## src/rtl/window_fetcher_arb_pkg.sv

```systemverilog
// Shared types and constants for the two-source window_fetcher arbiter.
package window_fetcher_arb_pkg;

    localparam int ARB_NUM_SOURCES = 2;

    typedef enum logic [1:0] {
        ST_IDLE  = 2'd0,
        ST_GRANT = 2'd1,
        ST_DRAIN = 2'd2
    } arb_state_t;

    // Width needed to hold values 0..v-1, never less than one bit.
    function automatic int clog2_min1(input int v);
        return (v > 1) ? $clog2(v) : 1;
    endfunction

endpackage

```

## src/rtl/window_fetcher_arbiter_raster_counter.sv

```systemverilog
// raster_counter: column/row position of a raster scan. Advances one pixel
// per enabled cycle, wraps at the end of each row and at the end of the frame.
// last_o flags the final pixel of the frame at the current position.
module raster_counter
    import window_fetcher_arb_pkg::*;
#(
    parameter int IMAGE_WIDTH  = 5,
    parameter int IMAGE_HEIGHT = 5,
    localparam int COL_WIDTH   = clog2_min1(IMAGE_WIDTH),
    localparam int ROW_WIDTH   = clog2_min1(IMAGE_HEIGHT)
) (
    input  logic                 clk_i,
    input  logic                 rst_i,
    input  logic                 en_i,
    output logic [COL_WIDTH-1:0] col_o,
    output logic [ROW_WIDTH-1:0] row_o,
    output logic                 last_o
);

    localparam logic [COL_WIDTH-1:0] COL_MAX = COL_WIDTH'(IMAGE_WIDTH - 1);
    localparam logic [ROW_WIDTH-1:0] ROW_MAX = ROW_WIDTH'(IMAGE_HEIGHT - 1);

    logic [COL_WIDTH-1:0] r_col;
    logic [ROW_WIDTH-1:0] r_row;
    logic                 w_col_last;
    logic                 w_row_last;

    assign w_col_last = (r_col == COL_MAX);
    assign w_row_last = (r_row == ROW_MAX);

    // Raster position: column first, row on column wrap, both clear at frame end.
    always_ff @(posedge clk_i) begin
        if (rst_i) begin
            r_col <= '0;
            r_row <= '0;
        end else if (en_i) begin
            if (w_col_last) begin
                r_col <= '0;
                if (w_row_last) begin
                    r_row <= '0;
                end else begin
                    r_row <= r_row + 1'b1;
                end
            end else begin
                r_col <= r_col + 1'b1;
            end
        end
    end

    assign col_o  = r_col;
    assign row_o  = r_row;
    assign last_o = w_col_last & w_row_last;

endmodule

```

## src/rtl/window_fetcher_arbiter.sv

```systemverilog
// window_fetcher_arbiter: grants one of two raster sources for a whole frame,
// forwards its beats with one registered cycle of latency using internally
// generated coordinates, then idles DRAIN_CYCLES cycles before the next grant.
// Optional feature macro: WINDOW_FETCHER_ARB_COORD_CHECK_EN enables a sticky
// error_o when a source's col_i/row_i disagree with the expected position.
module window_fetcher_arbiter
    import window_fetcher_arb_pkg::*;
#(
    parameter int DATA_WIDTH   = 8,
    parameter int IMAGE_WIDTH  = 5,
    parameter int IMAGE_HEIGHT = 5,
    parameter int DRAIN_CYCLES = 16,
    localparam int COL_WIDTH   = clog2_min1(IMAGE_WIDTH),
    localparam int ROW_WIDTH   = clog2_min1(IMAGE_HEIGHT)
) (
    input  logic                       clk_i,
    input  logic                       rst_i,
    input  logic [DATA_WIDTH-1:0]      data_i  [ARB_NUM_SOURCES],
    input  logic [COL_WIDTH-1:0]       col_i   [ARB_NUM_SOURCES],
    input  logic [ROW_WIDTH-1:0]       row_i   [ARB_NUM_SOURCES],
    input  logic [ARB_NUM_SOURCES-1:0] valid_i,
    output logic [ARB_NUM_SOURCES-1:0] ready_o,
    output logic [DATA_WIDTH-1:0]      data_o,
    output logic [COL_WIDTH-1:0]       col_o,
    output logic [ROW_WIDTH-1:0]       row_o,
    output logic                       valid_o,
    output logic                       grant_o,
    output logic                       busy_o,
    output logic                       error_o
);

    localparam int DRAIN_W = clog2_min1(DRAIN_CYCLES);
    localparam logic [DRAIN_W-1:0] DRAIN_LOAD =
        DRAIN_W'((DRAIN_CYCLES > 0) ? DRAIN_CYCLES - 1 : 0);

    arb_state_t                 r_state;
    arb_state_t                 w_state_nxt;
    logic                       r_grant;
    logic                       w_grant_nxt;
    // Source served by the most recent completed frame; loses the next tie.
    logic                       r_last_served;
    logic [DRAIN_W-1:0]         r_drain;
    logic [ARB_NUM_SOURCES-1:0] w_ready;
    logic                       w_accept;
    logic                       w_frame_end;

    logic [COL_WIDTH-1:0]       w_cnt_col;
    logic [ROW_WIDTH-1:0]       w_cnt_row;
    logic                       w_cnt_last;

    logic [DATA_WIDTH-1:0]      r_data;
    logic [COL_WIDTH-1:0]       r_col;
    logic [ROW_WIDTH-1:0]       r_row;
    logic                       r_valid;

    raster_counter #(
        .IMAGE_WIDTH  (IMAGE_WIDTH),
        .IMAGE_HEIGHT (IMAGE_HEIGHT)
    ) u_raster (
        .clk_i  (clk_i),
        .rst_i  (rst_i),
        .en_i   (w_accept),
        .col_o  (w_cnt_col),
        .row_o  (w_cnt_row),
        .last_o (w_cnt_last)
    );

    assign w_frame_end = w_accept & w_cnt_last;

    // Next-state, grant selection and per-source ready.
    always_comb begin
        w_state_nxt = r_state;
        w_grant_nxt = r_grant;
        w_ready     = '0;
        w_accept    = 1'b0;
        case (r_state)
            ST_IDLE: begin
                if (|valid_i) begin
                    w_state_nxt = ST_GRANT;
                    if (&valid_i) begin
                        w_grant_nxt = ~r_last_served;
                    end else begin
                        w_grant_nxt = ~valid_i[0];
                    end
                end
            end
            ST_GRANT: begin
                w_ready[r_grant] = 1'b1;
                w_accept         = valid_i[r_grant];
                if (w_accept && w_cnt_last) begin
                    w_state_nxt = (DRAIN_CYCLES == 0) ? ST_IDLE : ST_DRAIN;
                end
            end
            ST_DRAIN: begin
                if (r_drain == '0) begin
                    w_state_nxt = ST_IDLE;
                end
            end
            default: w_state_nxt = ST_IDLE;
        endcase
    end

    // State, grant and round-robin pointer; reset leaves source 0 favoured.
    always_ff @(posedge clk_i) begin
        if (rst_i) begin
            r_state       <= ST_IDLE;
            r_grant       <= 1'b0;
            r_last_served <= 1'b1;
        end else begin
            r_state <= w_state_nxt;
            r_grant <= w_grant_nxt;
            if (w_frame_end) begin
                r_last_served <= r_grant;
            end
        end
    end

    // Drain down-counter: loaded on the last beat, counts to zero in DRAIN.
    always_ff @(posedge clk_i) begin
        if (rst_i) begin
            r_drain <= '0;
        end else if (w_frame_end) begin
            r_drain <= DRAIN_LOAD;
        end else if (r_state == ST_DRAIN && r_drain != '0) begin
            r_drain <= r_drain - 1'b1;
        end
    end

    // Output register toward the fetcher; coordinates come from the counter.
    always_ff @(posedge clk_i) begin
        if (rst_i) begin
            r_valid <= 1'b0;
            r_data  <= '0;
            r_col   <= '0;
            r_row   <= '0;
        end else begin
            r_valid <= w_accept;
            if (w_accept) begin
                r_data <= data_i[r_grant];
                r_col  <= w_cnt_col;
                r_row  <= w_cnt_row;
            end
        end
    end

`ifdef WINDOW_FETCHER_ARB_COORD_CHECK_EN
    logic r_error;

    // Sticky flag: granted source's coordinates disagree with the raster position.
    always_ff @(posedge clk_i) begin
        if (rst_i) begin
            r_error <= 1'b0;
        end else if (w_accept &&
                     (col_i[r_grant] != w_cnt_col || row_i[r_grant] != w_cnt_row)) begin
            r_error <= 1'b1;
        end
    end

    assign error_o = r_error;
`else
    // Source coordinates carry no meaning without checking; folded to a constant 0.
    logic w_coord_ignored;
    assign w_coord_ignored = ^{col_i[0], col_i[1], row_i[0], row_i[1]};
    assign error_o         = w_coord_ignored & 1'b0;
`endif

    assign ready_o = w_ready;
    assign data_o  = r_data;
    assign col_o   = r_col;
    assign row_o   = r_row;
    assign valid_o = r_valid;
    assign grant_o = r_grant;
    assign busy_o  = (r_state != ST_IDLE);

endmodule
```

## config.mk

```make
export PLATFORM = sky130hd
export DESIGN_NAME = window_fetcher_arbiter
export DESIGN_NICKNAME = d
export VERILOG_FILES = /design/src/rtl/window_fetcher_arb_pkg.sv /design/src/rtl/window_fetcher_arbiter_raster_counter.sv /design/src/rtl/window_fetcher_arbiter.sv
export SDC_FILE = /design/constraint.sdc
export NUM_CORES = 1
export LEC_CHECK = 0
export CAP_MARGIN = 30
export CORE_MARGIN = 10
export CORE_UTILIZATION = 40
export DETAILED_ROUTE_END_ITERATION = 6
export DONT_BUFFER_PORTS = 1
export GPL_ROUTABILITY_DRIVEN = 0
export SLEW_MARGIN = 10
export SYNTH_ARGS = -nofsm -noshare
export SYNTH_HDL_FRONTEND = slang
export SYNTH_SLANG_ARGS = --single-unit
```

## constraint.sdc

```tcl
create_clock -name clk_i -period 1.9 [get_ports clk_i]
set_input_delay 0.285 -clock clk_i [delete_from_list [all_inputs] [get_ports clk_i]]
set_output_delay 0.285 -clock clk_i [all_outputs]
set_load 0.05 [all_outputs]
```

Word level (Yosys, flattened, before mapping)
Cells that the tools add are included.
{"block": "word_totals", "ff_bits": 29, "output_inout_bits": 20, "wordCells": 59}
{"block": "classes", "n_addsub": 3, "magnitude_cmp": 3, "n_eq_ne": 7, "n_mux": 18, "n_bitwise": 5, "n_reduce_logical": 13}
{"operator": "8-bit 2-to-1 mux", "n": 3}
{"operator": "2-bit 2-to-1 mux", "n": 4}
{"operator": "4-bit 2-to-1 mux", "n": 2}
{"operator": "3-bit by 1-bit adder with 3-bit output (second input constant)", "n": 2}
{"operator": "3-bit equality test (second input constant)", "n": 2}
{"operator": "3-bit 2-to-1 mux", "n": 2}
{"operator": "2-bit != test (second input constant)", "n": 3}
{"operator": "2-bit one-hot mux with 3 select lines", "n": 1}
{"operator": "2-bit AND reduction", "n": 3}
{"operator": "1-bit 2-to-1 mux", "n": 5}
{"operator": "4-bit logical NOT", "n": 1}
{"operator": "2-bit nonzero test", "n": 2}
{"operator": "4-bit nonzero test", "n": 1}
{"operator": "4-bit by 1-bit subtractor with 4-bit output (second input constant)", "n": 1}
{"operator": "1-bit logical AND", "n": 3}
{"operator": "3-bit AND reduction", "n": 1}
{"operator": "1-bit bitwise AND", "n": 2}
{"operator": "2-bit by 1-bit equality test with 1-bit output (second input constant)", "n": 1}
{"operator": "2-bit equality test (second input constant)", "n": 1}
{"operator": "2-bit greater-or-equal comparator (second input constant)", "n": 1}
{"operator": "2-bit logical NOT", "n": 1}
{"operator": "1-bit by 2-bit < comparator with 1-bit output (second input constant)", "n": 1}
{"operator": "1-bit NOT", "n": 2}
{"operator": "1-bit NOT with 2-bit output", "n": 1}
{"operator": "other kinds (3)", "n": 3}

Depth between registers and ports, before layout
{"block": "depth", "depth_word": 5, "ltp_mapped": 7, "mapped_depth_nobuf": 6}

Modules after synthesis
Synthesis repeated with hierarchy kept, for this count alone.
{"block": "hier_totals", "cells_unflattened": 144, "area_unflattened_um2": 1300.0}
{"mod": "window_fetcher_arbiter", "n_inst": 1, "cells_each": 108, "area_each_um2": 983.4, "seq_area_each_um2": 460.4}
{"mod": "raster_counter", "n_inst": 1, "cells_each": 36, "area_each_um2": 316.6, "seq_area_each_um2": 120.1}

Worst setup path before layout
OpenSTA, ideal clock, no wires.
{"block": "synth_path", "path_kind": "register to register", "from": "reg r_grant, in the netlist grant_o", "to": "reg r_last_served", "setup_time_ns": 0.120, "arrival_time_ns": 1.720, "required_time_ns": 1.780, "slack_ns": 0.060, "path_stages_with_launch": 5, "path_buffers": 1, "synth_period_minus_slack_ns": 1.840, "cell_sequence": "dfxtp_1 mux2i_1 or3_1 buf_2 a211o_1"}
{"block": "synth_via", "elab_chain_len": 4}
{"element": "start, declared", "line_no": "window_fetcher_arbiter.sv:38", "rtl": "logic r_grant;"}
{"element": "start signal, assigned", "line_no": "window_fetcher_arbiter.sv:111", "rtl": "r_grant <= w_grant_nxt;"}
{"element": "1-bit 2-to-1 mux (implied by the code) (2 in a row)", "line_no": "window_fetcher_arbiter.sv:89", "rtl": "w_accept = valid_i[r_grant];"}
{"element": "1-bit 2-to-1 mux", "line_no": "window_fetcher_arbiter.sv:76", "rtl": "case (r_state)"}
{"element": "1-bit bitwise AND", "line_no": "window_fetcher_arbiter.sv:68", "rtl": "assign w_frame_end = w_accept & w_cnt_last;"}
{"element": "end signal, assigned", "line_no": "window_fetcher_arbiter.sv:113", "rtl": "r_last_served <= r_grant;"}
{"element": "end, declared", "line_no": "window_fetcher_arbiter.sv:41", "rtl": "logic r_last_served;"}
Several ways; a longest one is shown, not always the timed one. The select of a mux whose other input is x is not followed.
A chain may end at the register's enable or synchronous reset.

Final worst setup path
{"block": "layout_path", "from": "reg r_grant, in the netlist grant_o", "to": "out ready_o[1]"}
{"block": "layout_via", "elab_chain_len": 5}
{"element": "1-bit by 2-bit < comparator with 1-bit output (implied by the code) or 1-bit greater-or-equal comparator (tied branches)", "line_no": "window_fetcher_arbiter.sv:88", "rtl": "w_ready[r_grant] = 1'b1;"}
{"element": "1-bit logical AND (implied by the code)", "line_no": "window_fetcher_arbiter.sv:88"}
{"element": "1-bit 2-to-1 mux (implied by the code)", "line_no": "window_fetcher_arbiter.sv:88"}
{"element": "1-bit demux with 1-bit select *", "line_no": "window_fetcher_arbiter.sv:88"}
{"element": "2-bit 2-to-1 mux *", "line_no": "window_fetcher_arbiter.sv:76"}
{"element": "end, declared", "line_no": "window_fetcher_arbiter.sv:22", "rtl": "output logic [ARB_NUM_SOURCES-1:0] ready_o,"}
Every way passes the cells marked *; elsewhere a longest branch is shown, timed or not.

==> impl_metrics.tcl <==
set metrics [dict create \
    status "complete, no violations" \
    cts.sinks 29 \
    rrSetupSlack_ps 260 \
    cpPeakStageDelay_ps 350 \
    finalCritPeriodShare_pct 89.2 \
    die_w_um 77.1 \
    vdd_drop_max_mv 0.433 \
    hpwl_mm 2.15 \
    row_count 20 \
    path_clk_slew_ps 90 \
    drive_above_1_share_pct 7.45 \
    ys_seq_area_share_pct 44.5 \
    skew_ps 5.58 \
    ant_nets 0 \
    vias 1072 \
    netlist_instances 156 \
    die_area_um2 5950 \
    top_usage_layer "met2" \
    netlist_area_um2 1310 \
    globalRouteOverflowTotal 0 \
    drt_iter0_drc 43 \
    htreeDepth 2 \
    fp.dieH_um 77.1 \
    critPathBufInv 3 \
    antenna_found_initial 0 \
    maxSlewHeadroom_pct 65.7 \
    worst_pin_slew_ps 500 \
    finalHoldViolations 0 \
    setup_viol 0 \
    core_region_area_um2 3080 \
    worst_path_max_delay_cell "dfxtp_1" \
    grt_max_degree 30 \
    grt_first_pass_wirelength_mm 4.84 \
    synth_area_per_cell_um2 8.37 \
    synth-seq-cells 29 \
    worstSetupEndpoint "ready_o[1]" \
    ctsLongestPathBuffers 2 \
    period_minus_slack_ps 1700 \
    critPathTopFamily "buffers and inverters" \
    insertion_delay_ps 320 \
    crit_required_ps 1620 \
    endpoint_kind "output pin" \
    worst_hold_path_type "in2reg" \
    power_density_nw_per_um2 826 \
    rsz0062_at_grt "no" \
    viasPerCell 5.23 \
    r2r-end "r_last_served$_SDFFE_PP1P_" \
    startpoint "grant_o$_SDFFE_PP0P_" \
    nNetsFinal 198 \
    io_pins 52 \
    drv_cap 0 \
    drc 0 \
    port_buffers 0 \
    synth_fp_nets 193 \
    initial_core_util_pct 42.4 \
    cts_tree "done" \
    wirelength_mm 2.98 \
    r2r-start "u_raster.row_o[0]$_SDFFE_PP0P_" \
    drv_slew 0 \
    finalSetupTns_ps 0 \
    total_leakage_power_nw 0.492 \
    worst-path-stages 4 \
    drt-wirelength-per-cell_um 14.6 \
    yosys.cell_types.count 34 \
    arrival_ps 1410 \
    hold_depth 1 \
    first_global_vias 1049 \
    area_growth_pct 9.68 \
    cts_made_buffers 5 \
    placed_area_um2 1360 \
    met2_usage_pct 16.9 \
    criticalPathCategory "reg2out" \
    cp_common_cell "buf_4" \
    grt_use_met3_pct 5.36 \
    clock-root-buffer "clkbuf_4" \
    crit_fanout 12 \
    yosysWarnings 0 \
    cp_cell_sequence "buf_4 > inv_1 > nor2_1 > buf_4" \
    critPathLaunchType "flip-flop" \
    met1_usage_pct 9.67 \
    fmax_mhz 590 \
    dr.pass1.iters 4 \
    reg2reg_depth 5 \
    grt_use_total_pct 9.92 \
    stdcell_area_um2 1430 \
    diodes 0 \
]
[logic make-up after synthesis]
logic type	share of synthesized area (%)
compound gates	16.8
mux	7.67
buf+inv	5.75
simple gates	20.2
flops	44.5
other cells	0.287
fa+ha+maj	4.79
[cells in the final DEF, fill, tap and decap left out, types with 4 or more instances in the layout]
cell type,synthesis,final
a211oi_1,8,8
a21oi_1,14,14
a31oi_1,4,4
buf_4,1,5
clkbuf_4,0,5
dfxtp_1,29,29
ha_1,5,5
inv_1,9,9
mux2i_1,10,10
nand2_1,21,21
nor2_1,19,19
nor3_1,4,4
[flip-flops by register name, indices dropped and copies added (netlist names)]
name            cells
col_o               3
data_o              8
grant_o             1
r_drain             4
r_last_served       1
r_state             2
row_o               3
u_raster.col_o      3
u_raster.row_o      3
valid_o             1
[worst min path at each step]
stage	from	to	slack (ps)
floorplan	r_last_served$_SDFFE_PP1P_	r_last_served$_SDFFE_PP1P_	440
global placement	rst_i	r_drain[1]$_SDFFE_PP0P_	360
detailed placement	rst_i	r_drain[1]$_SDFFE_PP0P_	360
CTS	rst_i	r_state[1]$_SDFFE_PP0P_	7
global route	rst_i	grant_o$_SDFFE_PP0P_	1
finish	rst_i	grant_o$_SDFFE_PP0P_	30
[cell type report]
cell class	instances	area, µm²
Timing Repair Buffer	7	57.6
Tap cell	44	55.1
Inverter	9	33.8
Clock buffer	7	55.1
Fill cell	303	1650
Multi-Input combinational cell	109	649
Sequential cell	29	581
[layer usage]
metal / wire, µm / part of all wire [%]
met1: 1200 / 40
met4: 23 / 0.77
met5: 0 / 0
met3: 202 / 6.8
met2: 1560 / 52
[where the power goes]
| group | switching, W | internal, W | leakage, nW |
|---|---|---|---|
| clock | 0.000196 | 0.000174 | 0.0314 |
| combinational | 0.0000759 | 0.0000404 | 0.224 |
| sequential | 0.0000679 | 0.000627 | 0.236 |
| total | 0.000340 | 0.000842 | 0.492 |
[stage by stage]
| step | utilization [%] | worst slack (ps) | total power (W) | hold WS [ps] | cells |
|---|---|---|---|---|---|
| finish | 46.5 | 205 | 0.00118 | 25.7 | 205 |
| global route | 46.5 | 73.8 | 0.00124 | 0.999 | 205 |
| CTS | 45.9 | 184 | 0.00119 | 7.26 | 203 |
| detailed placement | 44.1 | 275 | 0.000822 | 361 | 196 |
| global placement | 44.1 | 292 | 0.000817 | 359 | 196 |
| floorplan | - | 60.5 | 0.000805 | 435 | 156 |
[what timing repair did]
action | in CTS | in global routing
setup buffers | 0 | 0
endpoints found under the hold margin | 0 | 6
resized for setup | 0 | 0
hold buffers | 0 | 2
[synth_stat cells]
master	count	area [µm²]
a2111oi_0	1	8.76
a211o_1	1	8.76
a211oi_1	8	60.1
a21o_1	1	7.51
a21oi_1	14	70.1
a31oi_1	4	25.0
a32oi_1	1	8.76
and2_1	1	6.26
buf_1	1	3.75
buf_2	3	15.0
buf_4	1	7.51
clkbuf_1	4	15.0
conb_1	1	3.75
dfxtp_1	29	581
ha_1	5	62.6
inv_1	9	33.8
mux2i_1	10	100
nand2_1	21	78.8
nand2b_1	2	12.5
nand3_1	2	10.0
nand4_1	2	12.5
nand4b_1	1	8.76
nor2_1	19	71.3
nor2_4	1	11.3
nor2b_1	1	6.26
nor3_1	4	20.0
nor3b_1	1	7.51
nor4_1	1	6.26
o21ai_0	2	10.0
o21ai_1	1	5.00
o22ai_1	1	6.26
o31a_1	1	8.76
or2_1	1	6.26
or3_1	1	6.26
(Power assumes the default switching activity.)
